--- config.mk ---
export PLATFORM = sky130hd
export DESIGN_NAME = i2c_target_ctrl
export DESIGN_NICKNAME = d
export VERILOG_FILES = /design/src/rtl/i2c_target_ctrl.sv
export SDC_FILE = /design/constraint.sdc
export NUM_CORES = 1
export LEC_CHECK = 0
export CAP_MARGIN = 20
export CORE_MARGIN = 4
export CORE_UTILIZATION = 50
export DETAILED_ROUTE_END_ITERATION = 10
export DONT_BUFFER_PORTS = 1
export HOLD_SLACK_MARGIN = 0.15
export PLACE_DENSITY = 0.68
export SYNTH_ARGS = -nofsm -noshare
export SYNTH_HDL_FRONTEND = slang
export SYNTH_SLANG_ARGS = --single-unit
--- constraint.sdc ---
create_clock -name clk_i -period 2 [get_ports clk_i]
set_clock_uncertainty 0.15 [all_clocks]
set_input_delay 0.5 -clock clk_i [delete_from_list [all_inputs] [get_ports clk_i]]
set_output_delay 0.5 -clock clk_i [all_outputs]
set_load 0.005 [all_outputs]
--- src/rtl/i2c_target_ctrl.sv ---
// rtl/i2c_target_ctrl.sv - I2C target controller with rx/tx first-word fall-through FIFOs
`timescale 1ns/1ps

module i2c_target_fifo #(
  parameter int WIDTH = 8,
  parameter int DEPTH = 4
) (
  input  logic             clk_i,
  input  logic             rst_ni,
  input  logic             push_i,
  input  logic [WIDTH-1:0] wdata_i,
  input  logic             pop_i,
  output logic [WIDTH-1:0] rdata_o,
  output logic             empty_o,
  output logic             full_o
);
  localparam int PW = $clog2(DEPTH);
  localparam logic [PW:0] PTR_ONE = 1;

  logic [PW:0]      wptr;
  logic [PW:0]      rptr;
  logic [WIDTH-1:0] mem [DEPTH];
  logic             do_push;
  logic             do_pop;

  // Extra pointer bit distinguishes full from empty when the indices match.
  assign empty_o = (wptr == rptr);
  assign full_o  = (wptr[PW] != rptr[PW]) && (wptr[PW-1:0] == rptr[PW-1:0]);
  assign do_push = push_i && !full_o;
  assign do_pop  = pop_i && !empty_o;
  assign rdata_o = empty_o ? '0 : mem[rptr[PW-1:0]];

  always_ff @(posedge clk_i or negedge rst_ni) begin
    if (!rst_ni) begin
      wptr <= '0;
      rptr <= '0;
    end else begin
      if (do_push) wptr <= wptr + PTR_ONE;
      if (do_pop)  rptr <= rptr + PTR_ONE;
    end
  end

  always_ff @(posedge clk_i) begin
    if (do_push) mem[wptr[PW-1:0]] <= wdata_i;
  end
endmodule

module i2c_target_ctrl #(
  parameter int                    ADDR_WIDTH  = 7,
  parameter int                    DATA_WIDTH  = 8,
  parameter int                    FIFO_DEPTH  = 4,
  parameter logic [ADDR_WIDTH-1:0] TARGET_ADDR = 7'h22
) (
  input  logic                  clk_i,
  input  logic                  rst_ni,
  input  logic                  scl_i,
  input  logic                  sda_i,
  output logic                  sda_oe_o,
  output logic [DATA_WIDTH-1:0] rx_data_o,
  output logic                  rx_valid_o,
  input  logic                  rx_ready_i,
  input  logic [DATA_WIDTH-1:0] tx_data_i,
  input  logic                  tx_valid_i,
  output logic                  tx_ready_o,
  output logic                  busy_o,
  output logic                  op_o,
  output logic                  start_o,
  output logic                  stop_o,
  output logic                  rx_overflow_o,
  output logic                  tx_underflow_o
);
  localparam int SW = (ADDR_WIDTH > DATA_WIDTH) ? ADDR_WIDTH : DATA_WIDTH;
  localparam int NB = (ADDR_WIDTH + 1 > DATA_WIDTH) ? ADDR_WIDTH + 1 : DATA_WIDTH;
  localparam int CW = $clog2(NB + 1);
  localparam logic [CW-1:0] ADDR_LAST = CW'(ADDR_WIDTH);
  localparam logic [CW-1:0] DATA_LAST = CW'(DATA_WIDTH - 1);
  localparam logic [CW-1:0] CNT_ONE   = CW'(1);

  typedef enum logic [2:0] {
    IDLE, ADDR, ADDR_ACK, WR_DATA, WR_ACK, RD_DATA, RD_ACK, IGNORE
  } state_t;

  state_t          state;
  logic [CW-1:0]   bit_cnt;
  logic [SW-1:0]   shift;
  logic            ack_ok;
  logic            scl_s1, scl_s2, scl_q;
  logic            sda_s1, sda_s2, sda_q;
  logic            scl_rise, scl_fall, start_det, stop_det, bus_evt;
  logic            rx_push, rx_empty, rx_full;
  logic            tx_load, tx_empty, tx_full;
  logic [DATA_WIDTH-1:0] tx_head, tx_word;

  // Synchronizers idle high so reset release on an idle bus creates no edges.
  always_ff @(posedge clk_i or negedge rst_ni) begin
    if (!rst_ni) begin
      {scl_s1, scl_s2, scl_q} <= 3'b111;
      {sda_s1, sda_s2, sda_q} <= 3'b111;
    end else begin
      {scl_s1, scl_s2, scl_q} <= {scl_i, scl_s1, scl_s2};
      {sda_s1, sda_s2, sda_q} <= {sda_i, sda_s1, sda_s2};
    end
  end

  assign scl_rise  = scl_s2 && !scl_q;
  assign scl_fall  = !scl_s2 && scl_q;
  assign start_det = scl_s2 && scl_q && sda_q && !sda_s2;
  assign stop_det  = scl_s2 && scl_q && !sda_q && sda_s2;
  assign bus_evt   = start_det || stop_det;

  assign rx_push = scl_rise && !bus_evt && (state == WR_DATA) && (bit_cnt == DATA_LAST);
  assign tx_load = scl_rise && !bus_evt &&
                   (((state == ADDR_ACK) && op_o) || ((state == RD_ACK) && !sda_s2));
  assign tx_word = tx_empty ? '1 : tx_head;

  i2c_target_fifo #(.WIDTH(DATA_WIDTH), .DEPTH(FIFO_DEPTH)) u_rx_fifo (
    .clk_i   (clk_i),
    .rst_ni  (rst_ni),
    .push_i  (rx_push),
    .wdata_i ({shift[DATA_WIDTH-2:0], sda_s2}),
    .pop_i   (rx_ready_i),
    .rdata_o (rx_data_o),
    .empty_o (rx_empty),
    .full_o  (rx_full)
  );

  i2c_target_fifo #(.WIDTH(DATA_WIDTH), .DEPTH(FIFO_DEPTH)) u_tx_fifo (
    .clk_i   (clk_i),
    .rst_ni  (rst_ni),
    .push_i  (tx_valid_i),
    .wdata_i (tx_data_i),
    .pop_i   (tx_load),
    .rdata_o (tx_head),
    .empty_o (tx_empty),
    .full_o  (tx_full)
  );

  assign rx_valid_o = !rx_empty;
  assign tx_ready_o = !tx_full;

  // Bits are taken on SCL rise; sda_oe only moves on SCL fall (or bus events).
  always_ff @(posedge clk_i or negedge rst_ni) begin
    if (!rst_ni) begin
      state          <= IDLE;
      bit_cnt        <= '0;
      shift          <= '0;
      ack_ok         <= 1'b0;
      sda_oe_o       <= 1'b0;
      busy_o         <= 1'b0;
      op_o           <= 1'b0;
      start_o        <= 1'b0;
      stop_o         <= 1'b0;
      rx_overflow_o  <= 1'b0;
      tx_underflow_o <= 1'b0;
    end else begin
      start_o        <= 1'b0;
      stop_o         <= 1'b0;
      rx_overflow_o  <= 1'b0;
      tx_underflow_o <= 1'b0;
      if (stop_det) begin
        state    <= IDLE;
        sda_oe_o <= 1'b0;
        busy_o   <= 1'b0;
        stop_o   <= 1'b1;
      end else if (start_det) begin
        state    <= ADDR;
        bit_cnt  <= '0;
        sda_oe_o <= 1'b0;
        start_o  <= 1'b1;
      end else if (scl_rise) begin
        case (state)
          ADDR: begin
            shift   <= {shift[SW-2:0], sda_s2};
            bit_cnt <= bit_cnt + CNT_ONE;
            if (bit_cnt == ADDR_LAST) begin
              if (shift[ADDR_WIDTH-1:0] == TARGET_ADDR) begin
                state  <= ADDR_ACK;
                op_o   <= sda_s2;
                busy_o <= 1'b1;
              end else begin
                state  <= IGNORE;
                busy_o <= 1'b0;
              end
            end
          end
          ADDR_ACK: begin
            bit_cnt <= '0;
            if (op_o) begin
              state          <= RD_DATA;
              shift          <= SW'(tx_word);
              tx_underflow_o <= tx_empty;
            end else begin
              state <= WR_DATA;
            end
          end
          WR_DATA: begin
            shift   <= {shift[SW-2:0], sda_s2};
            bit_cnt <= bit_cnt + CNT_ONE;
            if (bit_cnt == DATA_LAST) begin
              state         <= WR_ACK;
              ack_ok        <= !rx_full;
              rx_overflow_o <= rx_full;
            end
          end
          WR_ACK: begin
            state   <= WR_DATA;
            bit_cnt <= '0;
          end
          RD_DATA: begin
            shift   <= shift << 1;
            bit_cnt <= bit_cnt + CNT_ONE;
            if (bit_cnt == DATA_LAST) state <= RD_ACK;
          end
          RD_ACK: begin
            if (!sda_s2) begin
              state          <= RD_DATA;
              bit_cnt        <= '0;
              shift          <= SW'(tx_word);
              tx_underflow_o <= tx_empty;
            end else begin
              state  <= IGNORE;
              busy_o <= 1'b0;
            end
          end
          default: ;
        endcase
      end else if (scl_fall) begin
        case (state)
          ADDR_ACK: sda_oe_o <= 1'b1;
          WR_ACK:   sda_oe_o <= ack_ok;
          RD_DATA:  sda_oe_o <= !shift[DATA_WIDTH-1];
          default:  sda_oe_o <= 1'b0;
        endcase
      end
    end
  end
endmodule

==> metrics.txt <==
# TYPE chip_impl_metric gauge
chip_impl_metric{name="syn-instance-count",unit=""} 304
chip_impl_metric{name="floorplan.die_area",unit="µm²"} 10800
chip_impl_metric{name="area_of_the_core",unit="µm²"} 8850
chip_impl_info{name="worst_reg2reg_endpoint",value="u_rx_fifo.mem[3][1]"} 1
chip_impl_metric{name="h-tree-depth",unit=""} 3
chip_impl_metric{name="violation_count_after_the_first_detailed_route_iteration",unit=""} 151
chip_impl_info{name="timing.critical_path.to",value="rx_data_o[5]"} 1
chip_impl_metric{name="vdd.ir_drop.worst",unit="V"} 0.000605
chip_impl_metric{name="postLayoutCoreUtil",unit=""} 0.605
chip_impl_info{name="violations",value="setup timing"} 1
chip_impl_metric{name="placed_cell_area",unit="µm²"} 4920
chip_impl_metric{name="placementRows",unit=""} 34
chip_impl_metric{name="remaining_drc_errors",unit=""} 0
chip_impl_metric{name="ys_ff_latch",unit=""} 105
chip_impl_info{name="netlist_top_cells_count",value="64 x edfxtp_1, 35 x dfrtp_1, 16 x mux4_2"} 1
chip_impl_info{name="yosysTopAreaCell",value="edfxtp_1"} 1
chip_impl_metric{name="detail-route-antenna-nets",unit=""} 0
chip_impl_info{name="timing.critical_path.to_type",value="primary output"} 1
chip_impl_metric{name="wire_length_of_the_first_global_routing_pass",unit="µm"} 13600
chip_impl_metric{name="post_route_cells_drive_above_1_share",unit=""} 0.279
chip_impl_metric{name="area_taken_by_flip_flops_and_latches",unit="µm²"} 2960
chip_impl_metric{name="p_clk_frac",unit=""} 0.185
chip_impl_metric{name="critical_path_required",unit="ns"} 1.35
chip_impl_metric{name="ys_seq_area_frac",unit=""} 0.640
chip_impl_metric{name="synth-edff-count",unit=""} 64
chip_impl_metric{name="final_hold_viol_count",unit=""} 0
chip_impl_metric{name="hold_slack",unit="ns"} 0.173
chip_impl_metric{name="timing.final.max_slew_violations",unit=""} 0
chip_impl_info{name="launching_instance_or_port_of_the_critical_path",value="u_rx_fifo.rptr[0]"} 1
chip_impl_metric{name="fin_setup_tns",unit="ns"} -1.88
chip_impl_info{name="netlist_top_cells_area",value="edfxtp_1 42%, dfrtp_1 19%, mux4_2 7.8%"} 1
chip_impl_metric{name="syn_avg_cell_area",unit="µm²"} 15.2
chip_impl_metric{name="cellLeakagePower",unit="µW"} 0.00205
chip_impl_metric{name="p_r_area_growth_vs_syn",unit="%"} 15.9
chip_impl_metric{name="floorplan.io_pins",unit=""} 31
chip_impl_metric{name="post-route-cell-area",unit="µm²"} 5360
chip_impl_metric{name="drt-vias-per-instance",unit=""} 5.63
chip_impl_metric{name="switching_power",unit="µW"} 2220
chip_impl_metric{name="synth_cell_type_count",unit=""} 53
chip_impl_metric{name="groute.usage.overall",unit=""} 0.157
chip_impl_metric{name="yosys_warnings",unit=""} 0
chip_impl_metric{name="diodes",unit=""} 0
chip_impl_info{name="cts_root_cell",value="clkbuf_8"} 1
chip_impl_info{name="rr_startpoint",value="bit_cnt[0]"} 1
chip_impl_info{name="crit_type",value="flip-flop to primary output"} 1
chip_impl_info{name="tritoncts_clock_tree",value="built"} 1
chip_impl_metric{name="die-height",unit="µm"} 104
chip_impl_metric{name="p_per_area",unit="nW/µm²"} 1240
chip_impl_metric{name="switching_share",unit=""} 0.334
chip_impl_metric{name="die_width",unit="µm"} 104
chip_impl_metric{name="clock_insertion_delay_worst_skew",unit="ns"} 0.37
chip_impl_metric{name="clock_sink_count",unit=""} 105
chip_impl_metric{name="r2r_slack",unit="ns"} 0.09
chip_impl_metric{name="p_int",unit="µW"} 4420
chip_impl_metric{name="fin_nets",unit=""} 375
chip_impl_metric{name="post_syn_area",unit="µm²"} 4620
chip_impl_info{name="status",value="finished with violations"} 1
chip_impl_metric{name="globalRoute.totalOverflow",unit=""} 0
chip_impl_metric{name="clk_pin_slew",unit="ns"} 0.09
chip_impl_metric{name="dp_slack",unit="ns"} -0.0560
chip_impl_metric{name="combinationalPowerShare",unit=""} 0.347
chip_impl_metric{name="worst_r2r_path_depth",unit=""} 6
chip_impl_metric{name="grt_antenna_before_repair",unit=""} 0
chip_impl_info{name="startpoint_type",value="flip-flop"} 1
chip_impl_metric{name="period_needed",unit="ns"} 2.23
chip_impl_metric{name="maximum_buffer_depth_of_the_clock_tree",unit=""} 2
chip_impl_metric{name="routabilityCongestion",unit=""} 0.802
chip_impl_metric{name="dpl.hpwl",unit="µm"} 5350
chip_impl_metric{name="relSlewSlack",unit=""} 0.607
chip_impl_metric{name="power.sequential.fraction",unit=""} 0.469
chip_impl_metric{name="totalWireLength",unit="µm"} 7930
chip_impl_metric{name="grt_start_max_net_pins",unit=""} 42
chip_impl_metric{name="synth.top_cell.area_share",unit=""} 0.416
chip_impl_metric{name="timing.fmax",unit="MHz"} 448
chip_impl_info{name="unrepaired_setup_endpoints_after_global_routing",value="true"} 1
chip_impl_metric{name="number_of_buffers_inserted_during_clock_tree_synthesis",unit=""} 9
chip_impl_metric{name="synth_nets",unit=""} 329
chip_impl_metric{name="crit_path_max_fanout",unit=""} 8
chip_impl_metric{name="worst-endpoint-arrival",unit="ns"} 1.58
chip_impl_metric{name="post-route-period-util",unit=""} 1.12
chip_impl_metric{name="detailroute.via_count",unit=""} 2608
chip_impl_info{name="timing.hold.worst.class",value="input pin to flip-flop"} 1
chip_impl_metric{name="drt_pre_antenna_iters",unit=""} 4
chip_impl_metric{name="cap_viol_max_count",unit=""} 0
chip_impl_metric{name="buffer_ports.inserted",unit=""} 0
chip_impl_metric{name="tightestPinTransition",unit="ns"} 0.585
chip_impl_info{name="synth_most_common_cell",value="edfxtp_1"} 1
chip_impl_metric{name="grt_pass1_vias",unit=""} 2655
chip_impl_metric{name="worst_slack",unit="ns"} -0.231
chip_impl_metric{name="initial_utilization",unit=""} 0.522
chip_impl_metric{name="route.detailed.wl_per_inst",unit="µm"} 17.1
chip_impl_metric{name="multi_input_area",unit="µm²"} 1590
chip_impl_info{name="postSynth.topFlopCell",value="edfxtp_1"} 1
chip_impl_metric{name="fillerInstances",unit=""} 692
chip_impl_metric{name="final-setup-viol-count",unit=""} 9
chip_impl_metric{name="synth-async-reset-ratio",unit=""} 0.390
[cells by family (layout without fill, tap and decap cells)]
group | count (synthesis) | count (layout) | synth area share
and+or+nand+nor | 77 | 77 | 0.102
DFF | 105 | 105 | 0.640
AOI/OAI and AO/OA | 47 | 47 | 0.0774
buffers and inverters | 25 | 76 | 0.0271
muxes | 22 | 22 | 0.0921
adders and majority gates | 11 | 11 | 0.0298
xor gates and xnor gates | 17 | 17 | 0.0322
[placed cells by master, fill, tap and decap left out, types with 5 or more instances in the layout]
| master | instances |
|---|---|
| a21oi_1 | 5 |
| and2_1 | 5 |
| and2_4 | 8 |
| buf_4 | 30 |
| clkbuf_8 | 9 |
| dfrtp_1 | 35 |
| dfstp_2 | 6 |
| dlygate4sd3_1 | 12 |
| edfxtp_1 | 64 |
| ha_1 | 11 |
| inv_1 | 12 |
| mux4_2 | 16 |
| nand2_1 | 15 |
| nand2b_1 | 6 |
| nand3_1 | 8 |
| nor2_1 | 7 |
| o21ai_0 | 13 |
| o22ai_1 | 7 |
| xnor2_1 | 7 |
| xor2_1 | 8 |
[metal layers]
| metal | track usage | vias to the layer above | wire length (µm) |
|---|---|---|---|
| li1 | - | 1240 | - |
| met1 | 0.207 | 1315 | 3580 |
| met2 | 0.257 | 39 | 3990 |
| met3 | 0.0354 | 14 | 237 |
| met4 | 0.0570 | 0 | 117 |
| met5 | 0 | - | 0 |
[metrics by stage]
stage          power [µW]  std cells
5_1_grt              7090        463
4_1_cts              6660        459
2_1_floorplan        4630        304
3_5_place_dp         5230        427
3_3_place_gp         5160        427
6_report             6640        463
[state kept, by name (all words and copies together), names as in the netlist, 3 cells and up]
signal          cells
bit_cnt             4
shift               8
state               3
u_rx_fifo.mem      32
u_rx_fifo.rptr      3
u_rx_fifo.wptr      3
u_tx_fifo.mem      32
u_tx_fifo.rptr      3
u_tx_fifo.wptr      3
[how the worst min path moves through the flow]
stage                           from                 to  slack [ns]  cells past startpoint
after floorplan               rst_ni             ack_ok        0.05                      0
after global placement        rst_ni      rx_overflow_o        0.06                      0
after detailed placement      rst_ni            start_o        0.06                      0
after CTS                 rx_ready_i  u_rx_fifo.rptr[2]        0.16                      2
after global routing      rx_ready_i  u_rx_fifo.rptr[2]        0.15                      2
final                     rx_ready_i  u_rx_fifo.rptr[2]        0.17                      2
[power groups by stage]
stage | sequential [µW] | clock (µW) | combinational [µW]
6_report | 3110 | 1220 | 2300
5_1_grt | 3170 | 1360 | 2570
4_1_cts | 3110 | 1270 | 2280
3_5_place_dp | 3160 | 0 | 2070
3_3_place_gp | 3130 | 0 | 2020
2_1_floorplan | 3030 | 0 | 1600
[what timing repair did]
item	in CTS	in global routing
setup buffers	3	4
setup endpoints to repair	18	47
pin swaps	8	1
hold endpoints to repair	76	0
resized for setup	12	3
hold buffers	13	0
[layout make-up]
type	instances	share of cell area
Timing Repair Buffer	48	0.0836
Sequential cell	105	0.552
Inverter	12	0.00841
Clock inverter	6	0.00981
Multi-Input combinational cell	174	0.298
Tap cell	108	0.0252
Clock buffer	10	0.0238
[critical path, stage by stage (launching register included)]
cell	delay, ns
dfrtp_1	0.41
buf_12	0.15
mux4_2	0.50
and2_4	0.16
(Power assumes the default switching activity.)
